## config.mk

```make
export PLATFORM = sky130hd
export DESIGN_NAME = uart_tx_param
export DESIGN_NICKNAME = d
export VERILOG_FILES = /design/src/rtl/uart_tx_param.sv
export SDC_FILE = /design/constraint.sdc
export NUM_CORES = 1
export LEC_CHECK = 0
export ABC_AREA = 1
export CAP_MARGIN = 30
export CORE_MARGIN = 4
export CORE_UTILIZATION = 36
export DETAILED_ROUTE_END_ITERATION = 8
export DONT_BUFFER_PORTS = 1
export PLACE_DENSITY = 0.48
export SLEW_MARGIN = 20
export SYNTH_ARGS = -nofsm -noshare
export SYNTH_HDL_FRONTEND = slang
export SYNTH_SLANG_ARGS = --single-unit
```

## constraint.sdc

```tcl
create_clock -name clk -period 1.8 [get_ports clk]
set_clock_uncertainty 0.15 [all_clocks]
set_input_delay 0.27 -clock clk [delete_from_list [all_inputs] [get_ports clk]]
set_output_delay 0.27 -clock clk [all_outputs]
set_load 0.005 [all_outputs]
```

## src/rtl/uart_tx_param.sv

```systemverilog
// uart_tx_param: double-buffered UART transmitter with runtime parity, stop-bit count and baud divisor.
// Define UART_TX_BREAK_EN to add the Tx_BREAK input and line-break generation.
module uart_tx_param #(
    parameter int unsigned DATA_W     = 8,
    parameter int unsigned OVERSAMPLE = 16,
    parameter int unsigned DIV_W      = 16
) (
    input  logic              clk,
    input  logic              reset,
    input  logic [DATA_W-1:0] Tx_DATA,
    input  logic              Tx_WR,
    input  logic              Tx_EN,
    input  logic [DIV_W-1:0]  baud_div,
    input  logic [1:0]        parity_mode,
    input  logic              two_stop,
`ifdef UART_TX_BREAK_EN
    input  logic              Tx_BREAK,
`endif
    output logic              TxD,
    output logic              Tx_BUSY,
    output logic              Tx_READY,
    output logic              Tx_DONE,
    output logic              Tx_OVR
);

    localparam int unsigned SCW = $clog2(OVERSAMPLE);
    localparam int unsigned BCW = 4;

`ifdef UART_TX_BREAK_EN
    typedef enum logic [2:0] {
        IDLE, START, DATA, PARITY, STOP1, STOP2, BREAK
    } state_t;
`else
    typedef enum logic [2:0] {
        IDLE, START, DATA, PARITY, STOP1, STOP2
    } state_t;
`endif

    state_t            state, state_n;
    logic [DATA_W-1:0] shift_q, shift_n;
    logic [DATA_W-1:0] hold_q, hold_n;
    logic [BCW-1:0]    bit_cnt, bit_cnt_n;
    logic [SCW-1:0]    samp_cnt, samp_n;
    logic [DIV_W-1:0]  div_cnt, div_n;
    logic              par_en_q, par_en_n;
    logic              par_bit_q, par_bit_n;
    logic              two_stop_q, two_stop_n;
    logic              txd_n, busy_n, ready_n, done_n, ovr_n;
    logic              tick, bit_end, frame_end, load;
    logic              brk_mark;

`ifdef UART_TX_BREAK_EN
    logic              brk_mark_q, brk_mark_n;
    logic [BCW-1:0]    brk_last;

    assign brk_mark = brk_mark_q;
    // Index of the last bit period of one full frame under the latched config.
    assign brk_last = BCW'(DATA_W + 1) + BCW'(par_en_q) + BCW'(two_stop_q);
`else
    assign brk_mark = 1'b0;
`endif

    always_comb begin
        state_n    = state;
        shift_n    = shift_q;
        hold_n     = hold_q;
        bit_cnt_n  = bit_cnt;
        samp_n     = samp_cnt;
        div_n      = div_cnt;
        par_en_n   = par_en_q;
        par_bit_n  = par_bit_q;
        two_stop_n = two_stop_q;
        ready_n    = Tx_READY;
        done_n     = 1'b0;
        ovr_n      = 1'b0;
        frame_end  = 1'b0;
        load       = 1'b0;
`ifdef UART_TX_BREAK_EN
        brk_mark_n = brk_mark_q;
`endif

        tick    = (div_cnt == baud_div);
        bit_end = tick && (samp_cnt == SCW'(OVERSAMPLE - 1));

        if (tick) begin
            div_n  = '0;
            samp_n = bit_end ? '0 : samp_cnt + 1'b1;
        end else begin
            div_n  = div_cnt + 1'b1;
        end

        case (state)
            IDLE: begin
                div_n  = '0;
                samp_n = '0;
            end
            START: begin
                if (bit_end) begin
                    state_n   = DATA;
                    bit_cnt_n = '0;
                end
            end
            DATA: begin
                if (bit_end) begin
                    shift_n = shift_q >> 1;
                    if (bit_cnt == BCW'(DATA_W - 1)) begin
                        state_n = par_en_q ? PARITY : STOP1;
                    end else begin
                        bit_cnt_n = bit_cnt + 1'b1;
                    end
                end
            end
            PARITY: begin
                if (bit_end) begin
                    state_n = STOP1;
                end
            end
            STOP1: begin
                if (bit_end) begin
                    if (two_stop_q && !brk_mark) begin
                        state_n = STOP2;
                    end else begin
                        frame_end = 1'b1;
                        done_n    = !brk_mark;
                    end
                end
            end
            STOP2: begin
                if (bit_end) begin
                    frame_end = 1'b1;
                    done_n    = 1'b1;
                end
            end
`ifdef UART_TX_BREAK_EN
            BREAK: begin
                if (bit_end) begin
                    if (bit_cnt >= brk_last) begin
                        if (!Tx_BREAK) begin
                            state_n    = STOP1;
                            brk_mark_n = 1'b1;
                        end
                    end else begin
                        bit_cnt_n = bit_cnt + 1'b1;
                    end
                end
            end
`endif
            default: begin
                state_n = IDLE;
                div_n   = '0;
                samp_n  = '0;
            end
        endcase

        // Frame dispatch: from IDLE, or chained directly off the last stop bit.
        if (state == IDLE || frame_end) begin
            state_n = IDLE;
`ifdef UART_TX_BREAK_EN
            brk_mark_n = 1'b0;
            if (Tx_BREAK) begin
                state_n    = BREAK;
                bit_cnt_n  = '0;
                div_n      = '0;
                samp_n     = '0;
                par_en_n   = parity_mode[0] ^ parity_mode[1];
                two_stop_n = two_stop;
            end else
`endif
            if (Tx_EN && !Tx_READY) begin
                load       = 1'b1;
                state_n    = START;
                shift_n    = hold_q;
                ready_n    = 1'b1;
                div_n      = '0;
                samp_n     = '0;
                par_en_n   = parity_mode[0] ^ parity_mode[1];
                par_bit_n  = (^hold_q) ^ parity_mode[1];
                two_stop_n = two_stop;
            end
        end

        // A slot freed by this edge's load is already available to a write.
        if (Tx_WR && Tx_EN) begin
            if (Tx_READY || load) begin
                hold_n  = Tx_DATA;
                ready_n = 1'b0;
            end else begin
                ovr_n = 1'b1;
            end
        end

        case (state_n)
            START:   txd_n = 1'b0;
            DATA:    txd_n = shift_n[0];
            PARITY:  txd_n = par_bit_n;
`ifdef UART_TX_BREAK_EN
            BREAK:   txd_n = 1'b0;
`endif
            default: txd_n = 1'b1;
        endcase
        busy_n = (state_n != IDLE);
    end

    always_ff @(posedge clk) begin
        if (!reset) begin
            state      <= IDLE;
            shift_q    <= '0;
            hold_q     <= '0;
            bit_cnt    <= '0;
            samp_cnt   <= '0;
            div_cnt    <= '0;
            par_en_q   <= 1'b0;
            par_bit_q  <= 1'b0;
            two_stop_q <= 1'b0;
            TxD        <= 1'b1;
            Tx_BUSY    <= 1'b0;
            Tx_READY   <= 1'b1;
            Tx_DONE    <= 1'b0;
            Tx_OVR     <= 1'b0;
`ifdef UART_TX_BREAK_EN
            brk_mark_q <= 1'b0;
`endif
        end else begin
            state      <= state_n;
            shift_q    <= shift_n;
            hold_q     <= hold_n;
            bit_cnt    <= bit_cnt_n;
            samp_cnt   <= samp_n;
            div_cnt    <= div_n;
            par_en_q   <= par_en_n;
            par_bit_q  <= par_bit_n;
            two_stop_q <= two_stop_n;
            TxD        <= txd_n;
            Tx_BUSY    <= busy_n;
            Tx_READY   <= ready_n;
            Tx_DONE    <= done_n;
            Tx_OVR     <= ovr_n;
`ifdef UART_TX_BREAK_EN
            brk_mark_q <= brk_mark_n;
`endif
        end
    end

endmodule

```

==> metrics.md, run 1 <==
| Metric | Value |
|---|---|
| Post-route DRC violation count | 0 |
| Logic pwr share | 0.169 |
| Largest net degree at the start of global routing | 17 |
| Die height | 94.9 microns |
| Die Wd | 94.9 microns |
| First-pass GRT wire length | 10.6 mm |
| Top Ports | 36 |
| F_max | 504 MHz |
| Clock Path Buffers | 2 |
| Root buf cell | clkbuf_8 |
| VDD IR max | 0.497 mV |
| Final hold violation count | 0 |
| Sink Count | 51 |
| Yosys cell types | 33 |
| Switching share of power | 0.262 |
| Initial Utilization | 0.373 |
| Post-synth EDFFs | 0 |
| Number of synthesized register bits | 51 |
| Layout cells sized above 1 | 0.372 |
| Average size of a mapped cell | 6.64 sq um |
| Met2 GRT Util | 0.248 |
| CP max stage delay | 0.38 ns |
| Antenna diodes | 0 |
| Vias per cell | 4.66 |
| Outcome | finished with violations |
| Final Cycle Share | 1.10 |
| Met3 Use GR | 0.0390 |
| Startpoint Class | flip-flop |
| Area Growth Syn to Fin | 48.9% |
| Post-layout min period | 1.99 ns |
| Max-slew violation count | 0 |
| Max Cap Violations | 0 |
| Crit Path Class | flip-flop to flip-flop |
| Area of the core | 0.00729 sq mm |
| Worst path bufs/invs | 3 |
| Setup violations, final | 33 |
| Vias in the first global route | 2525 |
| # placed instances | 556 |
| Worst setup margin | -0.186 ns |
| GR peak layer | met2 |
| Iteration-0 DRC Markers | 63 |
| Clock power frac | 0.368 |
| Total Power Consumption | 2.59 mW |
| Worst-path fanout max | 6 |
| Int Pwr | 1.91 mW |
| Post-synthesis net count | 444 |
| Hold crit path type | input port to flip-flop |
| Most common cell type on the critical path | nand2_8 |
| DP Wirelength | 4.63 mm |
| Clock latency on the worst-skew pair | 0.31 ns |
| Total GRT Usage | 0.147 |
| GP Congestion | 0.835 |
| DR WL/cell | 11.4 microns |
| Static Leak | 1.76 nW |
| TritonCTS clock tree | done |
| Die ar. | 0.00901 sq mm |
| Leading area contributor after synthesis | dfxtp_1 |
| Global routing usage on met1 | 0.182 |
| RSZ-0062 raised after global routing | yes |
| Pre-antenna DRT Iters | 4 |
| Worst path cell trace | inv_2 > nand2_1 > nand2_1 > nor2_1 > nand2_2 > nor2_4 > nand3_4 > inv_4 > nand2_4 > nand2_8 > nand2_8 > nand2_8 > buf_12 > nand3_2 > a21oi_2 |
| Synth top area share | 0.375 |
| CP Capture Type | flip-flop |
| CTS buffer count | 5 |
| Reg-to-reg setup timing slack | -0.19 ns |
| Sequential power share | 0.463 |
| Worst Tran Pin Value | 0.554 ns |
| Sw power | 0.679 mW |
| WL final | 6.69 mm |
| Crit path max-delay family | simple AND/OR/NAND/NOR gates |
| P per Cell Area | 639 mW/mm^2 |
| Initial antenna violation count | 0 |
| Final nets | 519 |
| IO buf count | 0 |
| Clock transition at the registers of the reported paths | 0.10 ns |
| Mapped cell area | 0.00272 sq mm |
| Share of the yosys chip area belonging to registers | 0.375 |
| Failing checks | setup timing |
| Final Non-Filler Cells | 585 |
| Synth area leaders | dfxtp_1, nand2_1, inv_1, nor2_1, nand3_1 |
| Via count | 2727 |
| CP Data Arrival Time | 2.09 ns |
| Post-synthesis cell count | 410 |
| Rel. slew slack | 0.628 |
| Synth async-reset ratio | 0 |
| Ys Warns | 0 |
| Htree depth | 2 |
| Slowest stage cell on the critical path | dfxtp_1 |
| Worst EP required | 1.90 ns |
| Gr ovfl total | 0 |
| Rows | 31 |
| Number of routed nets with antenna violations | 0 |
| Post-synth top flop | dfxtp_1 |
==> power groups by stage <==
stage / Sequential [mW] / Clock (mW) / Combinational [mW]
global placement: 1.22 / 0 / 0.307
global route: 1.20 / 1.03 / 0.483
CTS: 1.20 / 0.988 / 0.352
finish: 1.20 / 0.952 / 0.439
detailed placement: 1.22 / 0 / 0.306
floorplan: 1.21 / 0 / 0.223
==> path summary, 6_finish.rpt <==
check            startpoint          to  depth (start not counted)
max             div_cnt[10]   hold_q[7]                         15
min          parity_mode[0]    par_en_q                          2
max reg2reg     div_cnt[10]   hold_q[7]                         15
min reg2reg      div_cnt[0]  div_cnt[0]                          1
==> state kept, by name, indices dropped and copies added (netlist names) <==
| signal | cells |
|---|---|
| Tx_BUSY | 1 |
| shift_q | 8 |
| hold_q | 8 |
| Tx_READY | 1 |
| par_en_q | 1 |
| bit_cnt | 4 |
| div_cnt | 16 |
| Tx_OVR | 1 |
| Tx_DONE | 1 |
| par_bit_q | 1 |
| two_stop_q | 1 |
| state | 3 |
| TxD | 1 |
| samp_cnt | 4 |
==> placed cells by master (no fill, tap or decap), types with 7 or more instances in the layout <==
cell type,Yosys,final
nand2_2,2,15
nor2_4,1,11
a21oi_2,0,11
xor2_1,11,11
nand3_1,31,18
dfxtp_2,0,13
nor2_1,49,28
inv_2,5,11
nor2_2,2,13
buf_6,1,10
nand3_4,0,7
dfxtp_1,51,37
o21ai_0,16,10
inv_1,54,45
nand3_2,1,7
nand2_1,113,94
buf_4,1,52
a21oi_1,24,13
dlygate4sd3_1,0,12
==> through the flow <==
step | util | setup slack (ns) | setup TNS (ns) | area, sq um | hold slack [ns]
after floorplan | - | -0.00721 | -0.0393 | 2740 | 0.258
after global placement | 0.446 | -0.189 | -4.13 | 3250 | 0.195
after detailed placement | 0.446 | -0.191 | -3.98 | 3250 | 0.200
after CTS | 0.505 | -0.129 | -2.09 | 3680 | -0.130
after global routing | 0.556 | -0.288 | -7.54 | 4050 | 0.00715
final | 0.556 | -0.186 | -3.44 | 4050 | 0.00930
==> cells in the mapped netlist (3+ instances only) <==
cell type	n
xor2_1	11
buf_2	3
xnor2_1	6
nand3_1	31
nor2_1	49
inv_2	5
inv_1	54
ha_1	3
nor3b_1	4
nor3_1	6
nand2_1	113
o211a_1	5
dfxtp_1	51
o21ai_0	16
a21oi_1	24
clkbuf_1	4
nand4_1	3
==> layer usage <==
metal | share of wire | wire length [microns]
met1 | 0.45 | 3010
met2 | 0.50 | 3330
met3 | 0.032 | 211
met4 | 0.020 | 136
met5 | 0 | 0
==> layout make-up <==
| type | count | area, sq um |
|---|---|---|
| well taps | 99 | 124 |
| inverters | 61 | 239 |
| repair buffers | 77 | 678 |
| flip-flops and latches | 51 | 1040 |
| clock buffers | 5 | 68.8 |
| multi-input cells | 289 | 1830 |
| clock inverters | 3 | 67.6 |
| fillers | 710 | 3240 |
==> kinds of logic after synthesis <==
group | count (synthesis) | synth area share
compound gates | 51 | 0.108
xor+xnor | 17 | 0.0547
fa+ha+maj | 3 | 0.0138
buf+inv | 70 | 0.103
flops | 51 | 0.375
simple gates | 218 | 0.346
==> worst reg2reg max path, cell delays in order (launching register included) <==
cell and delay [ns]:
dfxtp_1 0.38, inv_2 0.05, nand2_1 0.05, nand2_1 0.05, nor2_1 0.12, nand2_2 0.08, nor2_4 0.15, nand3_4 0.12
inv_4 0.09, nand2_4 0.06, nand2_8 0.11, nand2_8 0.08, nand2_8 0.11, buf_12 0.14, nand3_2 0.08, a21oi_2 0.12
==> timing repair <==
item,CTS,global route
setup endpoints to repair,35,51
resized for setup,52,85
cloned,0,0
hold endpoints to repair,23,12
pin swaps,7,40
buffers inserted,5,6
hold buffers,11,2
Note: power is estimated with default switching activity, not from simulation.
==> inputs of run 2 (changes only) <==
--- a/config.mk
+++ b/config.mk
@@ -8,10 +8,10 @@
 export ABC_AREA = 1
 export CAP_MARGIN = 30
 export CORE_MARGIN = 4
-export CORE_UTILIZATION = 36
+export CORE_UTILIZATION = 55
 export DETAILED_ROUTE_END_ITERATION = 8
 export DONT_BUFFER_PORTS = 1
-export PLACE_DENSITY = 0.48
+export PLACE_DENSITY = 0.69
 export SLEW_MARGIN = 20
 export SYNTH_ARGS = -nofsm -noshare
 export SYNTH_HDL_FRONTEND = slang
==> run 2 against run 1 <==
  * The flow still finishes with violations (setup timing)
  * Setup slack lost 0.14 ns
  * Total power shrank 8.3%
  * Clock power shrank 30%
  * Worst hold slack gained 0.042 ns
  * Fmax shrank 6.4%
  * First-iteration DRC count grew to 4.4 times the previous value
  * Die area shrank 32%
  * Wire length grew 37%
  * Core utilization grew 33 points
  * Register-to-register slack lost 0.14 ns
  * Global-route usage grew 8.2 points
  * Critical endpoint is now TxD
  * Largest cell class unchanged
  * Largest power group unchanged
==> metrics.md, run 2 (synthesis gave the netlist of run 1 again) <==
| Metric | Value |
|---|---|
| Outcome | finished with violations |
| Failing checks | setup timing |
| VDD IR max | 0.610 mV |
| Final Cycle Share | 1.18 |
| Die Wd | 78.3 microns |
| Setup violations, final | 49 |
| First-pass GRT wire length | 11.5 mm |
| RSZ-0062 raised after global routing | yes |
| Rows | 25 |
| Via count | 3135 |
| F_max | 471 MHz |
| CTS buffer count | 5 |
| Initial antenna violation count | 0 |
| Die height | 78.3 microns |
| DR WL/cell | 16.0 microns |
| Largest net degree at the start of global routing | 23 |
| Post-route DRC violation count | 0 |
| Total GRT Usage | 0.229 |
| Static Leak | 1.89 nW |
| Met2 GRT Util | 0.400 |
| Crit Path Class | flip-flop to flip-flop |
| Worst EP required | 1.87 ns |
| Iteration-0 DRC Markers | 278 |
| Startpoint Class | flip-flop |
| Met3 Use GR | 0.0333 |
| Hold crit path type | input port to flip-flop |
| WL final | 9.13 mm |
| Antenna diodes | 0 |
| Htree depth | 2 |
| Worst setup margin | -0.322 ns |
| Area Growth Syn to Fin | 54.3% |
| Most frequent cells in the layout | nand2_1, buf_4, inv_1 |
| Post-layout min period | 2.12 ns |
| IO buf count | 0 |
| Global routing usage on met1 | 0.292 |
| GR peak layer | met2 |
| Vias in the first global route | 2608 |
| Die ar. | 0.00614 sq mm |
| Largest Register | div_cnt |
| Worst-path fanout max | 6 |
| Post-route cell area | 0.00420 sq mm |
| Number of routed nets with antenna violations | 0 |
| Max Cap Violations | 0 |
| Clock latency on the worst-skew pair | 0.31 ns |
| Pre-antenna DRT Iters | 5 |
| Rel. slew slack | 0.575 |
| Root buf cell | clkbuf_8 |
| Initial Utilization | 0.572 |
| GP Congestion | 0.870 |
| # placed instances | 525 |
| Clock transition at the registers of the reported paths | 0.10 ns |
| Final hold violation count | 0 |
| Final nets | 535 |
| CP Capture Type | flip-flop |
| DP Wirelength | 4.61 mm |
| Sink Count | 51 |
| Worst Tran Pin Value | 0.636 ns |
| TritonCTS clock tree | done |
| Area of the core | 0.00475 sq mm |
| CP Data Arrival Time | 2.19 ns |
| Registers with the most flip-flops | div_cnt: 16 flops, hold_q: 8 flops, shift_q: 8 flops |
| Max FFs per register | 16 |
| Final Non-Filler Cells | 569 |
| Layout cells sized above 1 | 0.400 |
| Most common cell after layout, fill and taps aside | nand2_1 |
| Vias per cell | 5.51 |
| Max-slew violation count | 0 |
| DP Area | 0.00321 sq mm |
| Gr ovfl total | 0 |
| Placement Setup Slack | -0.247 ns |
| P per Cell Area | 566 mW/mm^2 |
| Top Ports | 36 |
| Clock Path Buffers | 2 |
==> run 2: cell count changes in the layout (fill, tap and decap cells not counted), sizes merged <==
cell	previous run	this run
clkinv	1	3
inv	60	59
clkbuf	5	10
buf	65	77
bufinv	2	0
==> run 2: worst paths after layout <==
path / slack, ns / to / start / cells past startpoint
setup / recovery: -0.32 / TxD / div_cnt[13] / 16
setup reg to reg: -0.32 / TxD / div_cnt[13] / 16
hold reg to reg: 0.35 / bit_cnt[1] / bit_cnt[1] / 2
hold / removal: 0.05 / samp_cnt[3] / reset / 2
==> run 2: where the power goes <==
part           internal [mW]  switching (mW)
logic                  0.215           0.294
clock network          0.273           0.391
registers               1.17          0.0339
==> run 2: critical path: stages, from the launching register on <==
cell and delay (ns):
dfxtp_1 0.40, inv_1 0.08, nand2_1 0.07, nand2_1 0.07, nor2_1 0.12, nand2_2 0.08, nor2_4 0.12, nand3_4 0.12
buf_8 0.16, nand2_1 0.08, nand2_1 0.09, nand2_1 0.11, nand2_2 0.10, nand3_2 0.09, nand2_1 0.07, inv_1 0.07
nand2_1 0.05
==> run 2: layer usage <==
metal	vias up	wire length [microns]
met5	-	0
met4	0	246
met3	31	584
met2	146	4670
met1	1491	3630
li1	1467	-
==> run 2: timing repair <==
item,CTS,global route
endpoints found under the setup margin,45,50
gates cloned,0,5
pin swaps,10,40
hold buffers,10,2
hold endpoints to repair,22,12
buffers inserted,13,10
gates resized for setup,45,105
==> run 2: through the flow <==
stage / power, mW / setup TNS (ns) / util / hold WS [ns]
2_1_floorplan: 1.44 / -0.0393 / - / 0.258
3_3_place_gp: 1.52 / -2.87 / 0.675 / 0.193
3_5_place_dp: 1.52 / -4.84 / 0.675 / 0.205
4_1_cts: 2.22 / -2.42 / 0.763 / -0.115
5_1_grt: 2.46 / -12.70 / 0.883 / 0.0330
6_report: 2.38 / -7.96 / 0.883 / 0.0509
==> run 2: cell type report <==
| class | count | area [sq um] |
|---|---|---|
| tap | 67 | 83.8 |
| clock buffer | 6 | 72.6 |
| fill | 241 | 554 |
| multi-input combinational | 289 | 1850 |
| timing repair buffer | 93 | 897 |
| inverter | 61 | 246 |
| clock inverter | 2 | 12.5 |
| sequential | 51 | 1040 |
